$ cat src/rtl/imem_boot_ctrl_pkg.sv
// Shared types and constants for the instruction-memory boot sequencer.
// Optional feature macro: BOOT_CHECKSUM_EN (adds the S_CHK checksum state).
package boot_pkg;

  localparam int LEN_BYTES      = 2;  // length prefix is a 16-bit little-endian word count
  localparam int BYTES_PER_WORD = 4;  // instruction words are packed little-endian

  typedef enum logic [2:0] {
    S_LEN_LO,
    S_LEN_HI,
    S_DATA,
`ifdef BOOT_CHECKSUM_EN
    S_CHK,
`endif
    S_RUN,
    S_ERR
  } boot_state_t;

endpackage

$ cat src/rtl/imem_boot_ctrl_if.sv
// Byte-stream input and instruction-memory write port of the boot sequencer.
// The slave modport is the sequencer; the master modport is the host/memory side.
interface imem_boot_ctrl_if #(
  parameter int ADDR_W = 10
);
  logic              rx_valid;
  logic [7:0]        rx_data;
  logic              rx_ready;
  logic              imem_we;
  logic [ADDR_W-1:0] imem_addr;
  logic [31:0]       imem_wdata;

  modport master (
    output rx_valid, rx_data,
    input  rx_ready, imem_we, imem_addr, imem_wdata
  );

  modport slave (
    input  rx_valid, rx_data,
    output rx_ready, imem_we, imem_addr, imem_wdata
  );
endinterface

$ cat src/rtl/imem_boot_ctrl_word_packer.sv
// Collects stream bytes into little-endian 32-bit words.
// word is the completed word when word_done pulses (the byte arriving in lane 3
// is combined directly with the three stored bytes).
module word_packer
  import boot_pkg::*;
(
  input  logic        clk,
  input  logic        reset,
  input  logic        clr,
  input  logic        byte_en,
  input  logic [7:0]  byte_in,
  output logic [31:0] word,
  output logic        word_done
);
  localparam int LANE_W = $clog2(BYTES_PER_WORD);

  logic [LANE_W-1:0] lane_q, lane_d;
  logic [31:0]       shift_q, shift_d;

  // Newest byte enters at the top, so after four bytes the first one sits in [7:0].
  assign word      = {byte_in, shift_q[31:8]};
  assign word_done = byte_en && (lane_q == LANE_W'(BYTES_PER_WORD - 1));

  // Next lane and shift contents; clear wins over a byte.
  always_comb begin
    lane_d  = lane_q;
    shift_d = shift_q;
    if (clr) begin
      lane_d  = '0;
      shift_d = '0;
    end else if (byte_en) begin
      lane_d  = lane_q + LANE_W'(1);
      shift_d = word;
    end
  end

  // Lane counter and shift register.
  always_ff @(posedge clk) begin
    if (reset) begin
      lane_q  <= '0;
      shift_q <= '0;
    end else begin
      lane_q  <= lane_d;
      shift_q <= shift_d;
    end
  end
endmodule

$ cat src/rtl/imem_boot_ctrl.sv
// Boot sequencer: loads a length-prefixed byte stream into instruction memory
// and then releases the CPU from reset. start restarts loading at any time.
// Optional feature macro: BOOT_CHECKSUM_EN (trailing XOR checksum byte).
module imem_boot_ctrl
  import boot_pkg::*;
#(
  parameter int ADDR_W = 10
) (
  input  logic            clk,
  input  logic            reset,
  input  logic            start,
  imem_boot_ctrl_if.slave bus,
  output logic            cpu_reset,
  output logic            busy,
  output logic            err
);
  localparam logic [16:0] CAP = 17'(1) << ADDR_W;

`ifdef BOOT_CHECKSUM_EN
  localparam boot_state_t S_DONE = S_CHK;
`else
  localparam boot_state_t S_DONE = S_RUN;
`endif

  boot_state_t       state_q, state_d;
  logic [7:0]        len_lo_q, len_lo_d;
  logic [ADDR_W:0]   n_q, n_d;      // one extra bit so a full memory does not alias to 0
  logic [ADDR_W:0]   idx_q, idx_d;
  logic              we_q, we_d;
  logic [ADDR_W-1:0] addr_q, addr_d;
  logic [31:0]       wdata_q, wdata_d;
  logic              cpu_reset_q, cpu_reset_d;
  logic              busy_q, busy_d;
  logic              err_q, err_d;

  logic        rx_ready_w;
  logic        accept;
  logic        pk_en;
  logic        pk_clr;
  logic [31:0] pk_word;
  logic        pk_done;
  logic [16:0] n_full;

  assign accept = bus.rx_valid && rx_ready_w;
  assign n_full = {1'b0, bus.rx_data, len_lo_q};
  assign pk_en  = accept && !start && (state_q == S_DATA);
  assign pk_clr = start || (accept && (state_q == S_LEN_HI));

  word_packer u_packer (
    .clk       (clk),
    .reset     (reset),
    .clr       (pk_clr),
    .byte_en   (pk_en),
    .byte_in   (bus.rx_data),
    .word      (pk_word),
    .word_done (pk_done)
  );

  // Ready decode; S_DATA pauses for the cycle the final write is on the bus.
  always_comb begin
    rx_ready_w = 1'b0;
    case (state_q)
      S_LEN_LO, S_LEN_HI: rx_ready_w = 1'b1;
      S_DATA:             rx_ready_w = (idx_q != n_q);
`ifdef BOOT_CHECKSUM_EN
      S_CHK:              rx_ready_w = 1'b1;
`endif
      default:            rx_ready_w = 1'b0;
    endcase
  end

`ifdef BOOT_CHECKSUM_EN
  logic [7:0] xor_q, xor_d;

  // Running XOR over data bytes, restarted for every new stream.
  always_comb begin
    xor_d = xor_q;
    if (pk_clr)     xor_d = '0;
    else if (pk_en) xor_d = xor_q ^ bus.rx_data;
  end

  // Checksum register.
  always_ff @(posedge clk) begin
    if (reset) xor_q <= '0;
    else       xor_q <= xor_d;
  end
`endif

  // Next-state, counters and registered output values.
  always_comb begin
    state_d  = state_q;
    len_lo_d = len_lo_q;
    n_d      = n_q;
    idx_d    = idx_q;
    we_d     = 1'b0;
    addr_d   = addr_q;
    wdata_d  = wdata_q;
    if (start) begin
      state_d  = S_LEN_LO;
      len_lo_d = '0;
      n_d      = '0;
      idx_d    = '0;
    end else begin
      case (state_q)
        S_LEN_LO: if (accept) begin
          len_lo_d = bus.rx_data;
          state_d  = S_LEN_HI;
        end
        S_LEN_HI: if (accept) begin
          idx_d = '0;
          if (n_full == 17'd0) begin
            state_d = S_DONE;
          end else if (n_full > CAP) begin
            state_d = S_ERR;
          end else begin
            n_d     = n_full[ADDR_W:0];
            state_d = S_DATA;
          end
        end
        S_DATA: begin
          if (idx_q == n_q) begin
            // Last word is being written this cycle; leave on the next edge.
            state_d = S_DONE;
          end else if (pk_done) begin
            we_d    = 1'b1;
            addr_d  = idx_q[ADDR_W-1:0];
            wdata_d = pk_word;
            idx_d   = idx_q + 1'b1;
          end
        end
`ifdef BOOT_CHECKSUM_EN
        S_CHK: if (accept) begin
          state_d = (bus.rx_data == xor_q) ? S_RUN : S_ERR;
        end
`endif
        default: ;
      endcase
    end
    cpu_reset_d = (state_d != S_RUN);
    busy_d      = (state_d == S_LEN_HI) || (state_d == S_DATA)
`ifdef BOOT_CHECKSUM_EN
                  || (state_d == S_CHK)
`endif
                  ;
    err_d       = (state_d == S_ERR);
  end

  // State and output registers.
  always_ff @(posedge clk) begin
    if (reset) begin
      state_q     <= S_LEN_LO;
      len_lo_q    <= '0;
      n_q         <= '0;
      idx_q       <= '0;
      we_q        <= 1'b0;
      addr_q      <= '0;
      wdata_q     <= '0;
      cpu_reset_q <= 1'b1;
      busy_q      <= 1'b0;
      err_q       <= 1'b0;
    end else begin
      state_q     <= state_d;
      len_lo_q    <= len_lo_d;
      n_q         <= n_d;
      idx_q       <= idx_d;
      we_q        <= we_d;
      addr_q      <= addr_d;
      wdata_q     <= wdata_d;
      cpu_reset_q <= cpu_reset_d;
      busy_q      <= busy_d;
      err_q       <= err_d;
    end
  end

  assign bus.rx_ready   = rx_ready_w;
  assign bus.imem_we    = we_q;
  assign bus.imem_addr  = addr_q;
  assign bus.imem_wdata = wdata_q;
  assign cpu_reset      = cpu_reset_q;
  assign busy           = busy_q;
  assign err            = err_q;
endmodule

$ cat src/flat_wrapper.sv
// flat-port wrapper written by rule: the top's interface ports become plain ports
module imem_boot_ctrl_flat import boot_pkg::*;
#(
  parameter int ADDR_W = 10
)
  (clk, reset, start, cpu_reset, busy, err, bus_rx_valid, bus_rx_data, bus_rx_ready, bus_imem_we, bus_imem_addr, bus_imem_wdata);
  imem_boot_ctrl_if #(.ADDR_W(ADDR_W)) bus_i ();
  input  logic clk;
  input  logic reset;
  input  logic start;
  output logic cpu_reset;
  output logic busy;
  output logic err;
  input wire logic [$bits(bus_i.rx_valid)-1:0] bus_rx_valid;
  input wire logic [$bits(bus_i.rx_data)-1:0] bus_rx_data;
  output wire logic [$bits(bus_i.rx_ready)-1:0] bus_rx_ready;
  output wire logic [$bits(bus_i.imem_we)-1:0] bus_imem_we;
  output wire logic [$bits(bus_i.imem_addr)-1:0] bus_imem_addr;
  output wire logic [$bits(bus_i.imem_wdata)-1:0] bus_imem_wdata;
  assign bus_i.rx_valid = bus_rx_valid;
  assign bus_i.rx_data = bus_rx_data;
  assign bus_rx_ready = bus_i.rx_ready;
  assign bus_imem_we = bus_i.imem_we;
  assign bus_imem_addr = bus_i.imem_addr;
  assign bus_imem_wdata = bus_i.imem_wdata;
  imem_boot_ctrl #(.ADDR_W(ADDR_W)) u_core (.clk(clk), .reset(reset), .start(start), .bus(bus_i), .cpu_reset(cpu_reset), .busy(busy), .err(err));
endmodule
$ cat config.mk
export PLATFORM = sky130hd
export DESIGN_NAME = imem_boot_ctrl_flat
export DESIGN_NICKNAME = d
export VERILOG_FILES = /design/src/rtl/imem_boot_ctrl_pkg.sv /design/src/rtl/imem_boot_ctrl_if.sv /design/src/rtl/imem_boot_ctrl_word_packer.sv /design/src/rtl/imem_boot_ctrl.sv /design/src/flat_wrapper.sv
export SDC_FILE = /design/constraint.sdc
export NUM_CORES = 1
export LEC_CHECK = 0
export ABC_AREA = 1
export BUFFER_PORTS_ARGS = -buffer_cell sky130_fd_sc_hd__buf_2
export CORE_ASPECT_RATIO = 0.6
export CORE_MARGIN = 2
export CORE_UTILIZATION = 35
export CTS_CLUSTER_DIAMETER = 120
export DETAILED_ROUTE_END_ITERATION = 8
export PLACE_DENSITY = 0.56
export SLEW_MARGIN = 10
export SYNTH_ARGS = -nofsm -noshare
export SYNTH_HDL_FRONTEND = slang
export SYNTH_HIERARCHICAL = 1
export SYNTH_SLANG_ARGS = --single-unit
$ cat constraint.sdc
create_clock -name clk -period 2.1 [get_ports clk]
set_input_delay 0.42 -clock clk [delete_from_list [all_inputs] [get_ports clk]]
set_output_delay 0.42 -clock clk [all_outputs]
set_load 0.03 [all_outputs]
# ---- Word-level counts from Yosys, hierarchy flattened
# Index checks and enable logic that the tools add are counted.
dict set report classes {
  n_addsub 2
  n_lt_le_gt_ge 1
  eq_ne 12
  muxes 13
  bitwise_logic 5
  reduce_logical 19
}
# operator n
set op_table {}
lappend op_table {{two-way mux 11 bit} 3}
lappend op_table {{one-hot mux 11 bit (2 select lines)} 1}
lappend op_table {{two-way mux 3 bit} 6}
lappend op_table {{zero test 17 bit} 1}
lappend op_table {{> comparator 16 x 11 -> 1 bit, second input constant} 1}
lappend op_table {{AND reduction 4 bit} 3}
lappend op_table {{adder 11 x 1 -> 11 bit, second input constant} 1}
lappend op_table {{equality test 11 bit} 1}
lappend op_table {{inequality test 11 bit} 1}
lappend op_table {{one-hot mux 3 bit (3 select lines)} 1}
lappend op_table {{equality test 3 x 1 -> 1 bit, second input constant} 2}
lappend op_table {{equality test 3 x 2 -> 1 bit, second input constant} 2}
lappend op_table {{OR reduction 2 bit} 3}
lappend op_table {{logical AND 1 bit} 5}
lappend op_table {{inverter 1 bit} 5}
lappend op_table {{inequality test 2 x 1 -> 1 bit, second input constant} 2}
lappend op_table {{OR reduction 4 bit} 1}
lappend op_table {{equality test 3 bit, second input constant} 1}
lappend op_table {{zero test 3 bit} 1}
lappend op_table {{inequality test 3 x 2 -> 1 bit, second input constant} 1}
lappend op_table {{adder 2 x 1 -> 2 bit, second input constant} 1}
lappend op_table {{equality test 2 bit, second input constant} 1}
lappend op_table {{logical OR 1 bit} 2}
lappend op_table {{inequality test 2 bit, second input constant} 1}
lappend op_table {{5 further kinds} 5}
dict set report word_totals {
  register_bits 113
  in_bits 12
  output_inout_bits 47
  elab_cells 64
}

# ---- Longest topological paths before layout
dict set report logic_depth {
  word_depth 10
  ltp_mapped 22
  ltp_nobuf 19
}

# ---- Hierarchy
# Netlist, hierarchy kept.
# mod n_inst cells_each area_per_inst_um2 seq_area_each_um2
set by_module_without_submodules {}
lappend by_module_without_submodules {imem_boot_ctrl 1 445 3373.2 1581.5}
lappend by_module_without_submodules {word_packer 1 175 1167.4 520.5}

# ---- Least setup slack after synthesis
# No wires, ideal clock.
dict set report synth_path {
  path_type {register to register}
  start {reg u_core.idx_q[4]}
  end {reg u_core.idx_q[5]}
  setup_ns 0.064
  t_arrival_ns 2.283
  t_required_ns 2.036
  slack_ns -0.247
  stages_incl_launch_ff 23
  n_path_buf 3
  period_less_slack_ns 2.347
  cell_sequence {dfxtp_1 buf_6 clkinv_2 nand2_1 nand2_1 nand2_1 nor2_2 nand3_2 nand2_4 nand2_2 nand3_1 nor2_1 buf_4 buf_4 nand2_1 inv_1 inv_1 nand2_2 a21boi_4 nand2_1 nor2_1 a21oi_1 nor2_1}
}
dict set report synth_between {
  elab_chain_len 8
  word_cells_on_any_way 15
  cone_classes {add/sub (1); eq/ne (5); mux (4); reduce/logical (5)}
}
# item line
set synth_lines {}
lappend synth_lines {{start, declared} imem_boot_ctrl.sv:28} ;# logic [ADDR_W:0] idx_q, idx_d;
lappend synth_lines {{start signal, assigned} imem_boot_ctrl.sv:165} ;# idx_q <= idx_d;
lappend synth_lines {{inequality test 11 bit} imem_boot_ctrl.sv:64} ;# S_DATA: rx_ready_w = (idx_q != n_q);
lappend synth_lines {{one-hot mux 1 bit (2 select lines)} imem_boot_ctrl.sv:62} ;# case (state_q)
lappend synth_lines {{via bus_rx_ready} flat_wrapper.sv:16} ;# output wire logic [$bits(bus_i.rx_ready)-1:0] bus_rx_ready;
lappend synth_lines {{logical AND 1 bit} imem_boot_ctrl.sv:44} ;# assign accept = bus.rx_valid && rx_ready_w;
lappend synth_lines {{logical AND 1 bit (2 in series)} imem_boot_ctrl.sv:46} ;# assign pk_en = accept && !start && (state_q == S_DATA);
lappend synth_lines {{via u_core.pk_en} imem_boot_ctrl.sv:38} ;# logic pk_en;
lappend synth_lines {{logical AND 1 bit} imem_boot_ctrl_word_packer.sv:22} ;# assign word_done = byte_en && (lane_q == LANE_W'(BYTES_PER_WORD - 1));
lappend synth_lines {{via u_core.pk_done} imem_boot_ctrl.sv:41} ;# logic pk_done;
lappend synth_lines {{inequality test 2 x 1 -> 1 bit (no line)} n/a}
lappend synth_lines {{AND reduction 4 bit (no line)} n/a}
# The timed path passes the listed nets, and every way through them passes these cells. The select of a mux whose other input is x is not followed.
# A chain may end at the register's enable or synchronous reset.

# ---- Worst setup path after layout
dict set report layout_path {
  start {reg u_core.n_q[1]}
  end {out bus_rx_ready}
}
dict set report layout_between {
  elab_chain_len 2
}
# item line
set layout_lines {}
lappend layout_lines {{start, declared} imem_boot_ctrl.sv:27} ;# logic [ADDR_W:0] n_q, n_d;
lappend layout_lines {{start signal, assigned} imem_boot_ctrl.sv:164} ;# n_q <= n_d;
lappend layout_lines {{inequality test 11 bit} imem_boot_ctrl.sv:64}
lappend layout_lines {{one-hot mux 1 bit (2 select lines)} imem_boot_ctrl.sv:62}
lappend layout_lines {{end, declared} flat_wrapper.sv:16}
# Every way passes these cells.

==> results by group <==
Pwr
  – Psw: 0.900 mW
  – Sequential power share: 52.8%
  – Cell Int Power: 2.90 mW
  – Clock power share: 42.2%
  – Peak VDD IR: 0.363 mV
  – Logic pwr share: 5.0%
  – Power per cell area: 694 nW/um^2
  – Switching Fraction: 23.7%
  – Leakage: 2.21 nW

Floorplanning
  – Core area: 12800 um^2
  – Std-Cell Rows: 32
  – Die height: 92.2 um
  – Die area: 13900 um^2
  – Chip width: 151 um
  – Initial Utilization: 35.6%
  – Ports: 59

Placement
  – # port buffers: 58
  – Area after DPL: 5090 um^2
  – Dpl hpwl: 8.37 mm
  – Placed Instances: 842
  – RD Place Congestion: 0.898

Setup path
  – Worst-path fanout max: 3
  – CP arrival: 1.61 ns
  – Max incr delay on CP: 0.33 ns
  – WP buf/inv: 1
  – Crit end category: output port
  – Startpoint Class: flip-flop
  – Top delay family on crit path: simple AND/OR/NAND/NOR gates
  – Critical path, cell by cell: xnor2_1, nand2_1, nor2_2, nand3_2, nand2_4, nand2_8, buf_2
  – Worst Setup Path Type: reg2out
  – Crit path max-delay cell type: dfxtp_1
  – WP data required: 1.68 ns

Global route
  – Largest net degree at the start of global routing: 53
  – Overall routing resource usage: 16.8%
  – Initial antenna violation count: 0
  – First-pass GRT wire length: 18.2 mm
  – Vias in the first global route: 3534
  – Grt ovf: 0

Route
  – Via density: 4.57
  – DRT Pass-1 Iters: 5
  – DR DRC count: 0
  – Drt total wl: 11.3 mm
  – Vias: 3941
  – ANT nets after route: 0
  – DR WL/cell: 13.1 um
  – First DRT Iteration DRCs: 256

STA
  – Hold Vio Cnt, Final: 0
  – Setup violators final: 0
  – F_max: 493 MHz
  – Final max-slew violation count: 0
  – Period minus WS final: 2.03 ns
  – TNS Setup: 0 ns
  – Slew HR: 55.1%
  – Tcrit/Tclk final: 96.6%
  – Setup Skew: 0.00712 ns
  – RSZ-0062 raised after global routing: yes
  – Worst-margin pin slew: 0.668 ns

Final layout
  – Layout cells sized above 1: 23.7%
  – Synth-to-Final Area Change: 20.5%
  – Inserted Diodes: 0
  – Fill cells: 1349
  – Layout Utilization: 42.8%
  – Non-Filler Instances: 862
  – Nets: 702
  – Post-route cell area: 5470 um^2

Yosys
  – Register area share after synthesis: 46.3%
  – Mapped Nets: 634
  – #FFs+latches synth: 105
  – Cells after Synth: 620
  – Synthesized cell area: 4540 um^2
  – Yosys warns: 6
  – Syn avg cell area: 7.32 um^2
  – Synth cell types: 33

Clock tree
  – CTS max path bufs: 2
  – CTS sink count: 105
  – H-tree lvl count: 3
  – Root Driver: clkbuf_16
  – Num CTS Buffers: 9
  – Clock latency on the worst-skew pair: 0.35 ns
  – CTS tree: yes
  – Worst-path clk slew: 0.07 ns

Run status
  – Status: completed

Job
  – Max-cap violations: 0

Hold path
  – Worst min path class: in2reg
-- kinds of logic after synthesis --
group / count (synthesis) / synth area share (%)
buf+inv: 135 / 13.6
flops: 105 / 46.3
compound gates: 128 / 14.8
fa+ha+maj: 2 / 0.551
xor+xnor: 9 / 1.74
simple gates: 241 / 23.0
-- placed cells by master (no fill, tap or decap), types with 5 or more instances in the layout --
| master | instances |
|---|---|
| nand2_1 | 117 |
| inv_1 | 93 |
| dfxtp_1 | 90 |
| nor2_1 | 75 |
| a21oi_1 | 66 |
| buf_2 | 58 |
| o21ai_0 | 42 |
| buf_4 | 32 |
| dfxtp_2 | 13 |
| o21ai_1 | 12 |
| clkbuf_16 | 9 |
| nand3_1 | 7 |
| inv_2 | 6 |
| nor2_4 | 6 |
| nor3_1 | 6 |
| nor2_2 | 5 |
-- worst register-to-register path, stage by stage (launching register included) --
cell      delay (ns)
dfxtp_1         0.36
xor2_1          0.18
nor2_2          0.07
nand3_2         0.11
nand2_4         0.08
nand2_8         0.08
nand3_4         0.07
nor2_4          0.12
nand2_2         0.06
inv_2           0.08
inv_2           0.05
nand2_4         0.08
a21boi_4        0.24
nand2_2         0.11
nor2_4          0.15
a21oi_2         0.05
nor2_1          0.09
-- state kept, by name (all words and copies together) (netlist names), 2 cells and up --
signal / count
u_core/bus.imem_wdata: 32
u_core/u_packer/shift_q: 24
u_core/idx_q: 11
u_core/n_q: 11
u_core/bus.imem_addr: 10
u_core/len_lo_q: 8
u_core/state_q: 3
u_core/u_packer/lane_q: 2
-- power groups by stage --
stage,clock network (mW),registers (mW),logic [mW]
floorplan,0,2.05,0.123
global placement,0,2.05,0.182
detailed placement,0,2.05,0.185
CTS,1.66,2.00,0.186
global route,1.72,2.00,0.212
finish,1.60,2.00,0.189
-- metrics by stage --
step	total power [mW]	setup WS, ns	hold slack, ns
3_5_place_dp	2.24	-0.123	0.434
6_report	3.80	0.0708	0.356
5_1_grt	3.94	-0.0774	0.361
4_1_cts	3.85	-0.00669	0.346
3_3_place_gp	2.23	-0.0123	0.431
2_1_floorplan	2.18	-0.159	0.439
-- synth_stat cells --
library cell    n  area, um^2
xor2_1          4        35.0
inv_2           4        15.0
xnor2_1         5        43.8
nand2_4         2        22.5
a21boi_4        1        18.8
nor4_1          1        6.26
ha_1            2        25.0
a31o_2          1        8.76
nand2_1       119         447
dfxtp_1       105        2100
o21ai_0        54         270
a21oi_1        68         340
nand2_8         1        20.0
nand2_2         4        25.0
nand3_2         2        20.0
or2_1           1        6.26
nand3_1         9        45.0
buf_2           7        35.0
nor2_1         80         300
buf_6           7        78.8
nand4_2         1        12.5
a21oi_2         2        17.5
nor2_4          3        33.8
or2_2           3        18.8
nor3b_1         2        15.0
a211oi_1        2        15.0
nand4_1         4        25.0
inv_1          95         357
clkbuf_1        8        30.0
clkinv_2        1        5.00
nor3_1          6        30.0
nor2_2          3        18.8
buf_4          13        97.6
-- what timing repair did --
| item | 4_1_cts | 5_1_grt |
|---|---|---|
| endpoints found under the hold margin | 0 | 0 |
| buffers inserted | 1 | 4 |
| setup endpoints to repair | 6 | 53 |
| pin swaps | 2 | 9 |
| hold buffers | 0 | 0 |
| resized for setup | 6 | 22 |
-- cell type report --
class / count / area [um^2] / share of cell area (%)
clock buffers: 10 / 239 / 4.37
clock inverters: 5 / 38.8 / 0.709
inverters: 100 / 380 / 6.95
multi-input cells: 380 / 1910 / 35.0
flip-flops and latches: 105 / 2130 / 38.9
well taps: 170 / 213 / 3.89
repair buffers: 92 / 562 / 10.3
-- worst paths after layout --
kind,to,slack (ns),start,depth (start not counted)
max reg2reg,u_core/idx_q[5]$_SDFFE_PP0P_,0.09,u_core/idx_q[10]$_SDFFE_PP0P_,16
min reg2reg,u_core/bus.imem_wdata[4]$_SDFFE_PP0P_,0.44,u_core/bus.imem_wdata[4]$_SDFFE_PP0P_,2
min,u_core/len_lo_q[3]$_SDFFE_PP0P_,0.36,bus_rx_data[3],3
max,bus_rx_ready,0.07,u_core/n_q[1]$_SDFFE_PP0P_,7
-- routing by layer --
metal / part of all wire (%) / global-route usage (%) / up-vias
met1: 54 / 26.8 / 1775
met3: 6.5 / 4.63 / 11
li1: - / - / 2046
met2: 38 / 21.4 / 109
met5: 0 / 0 / -
met4: 0.88 / 4.28 / 0
Note: power is estimated with default switching activity, not from simulation.
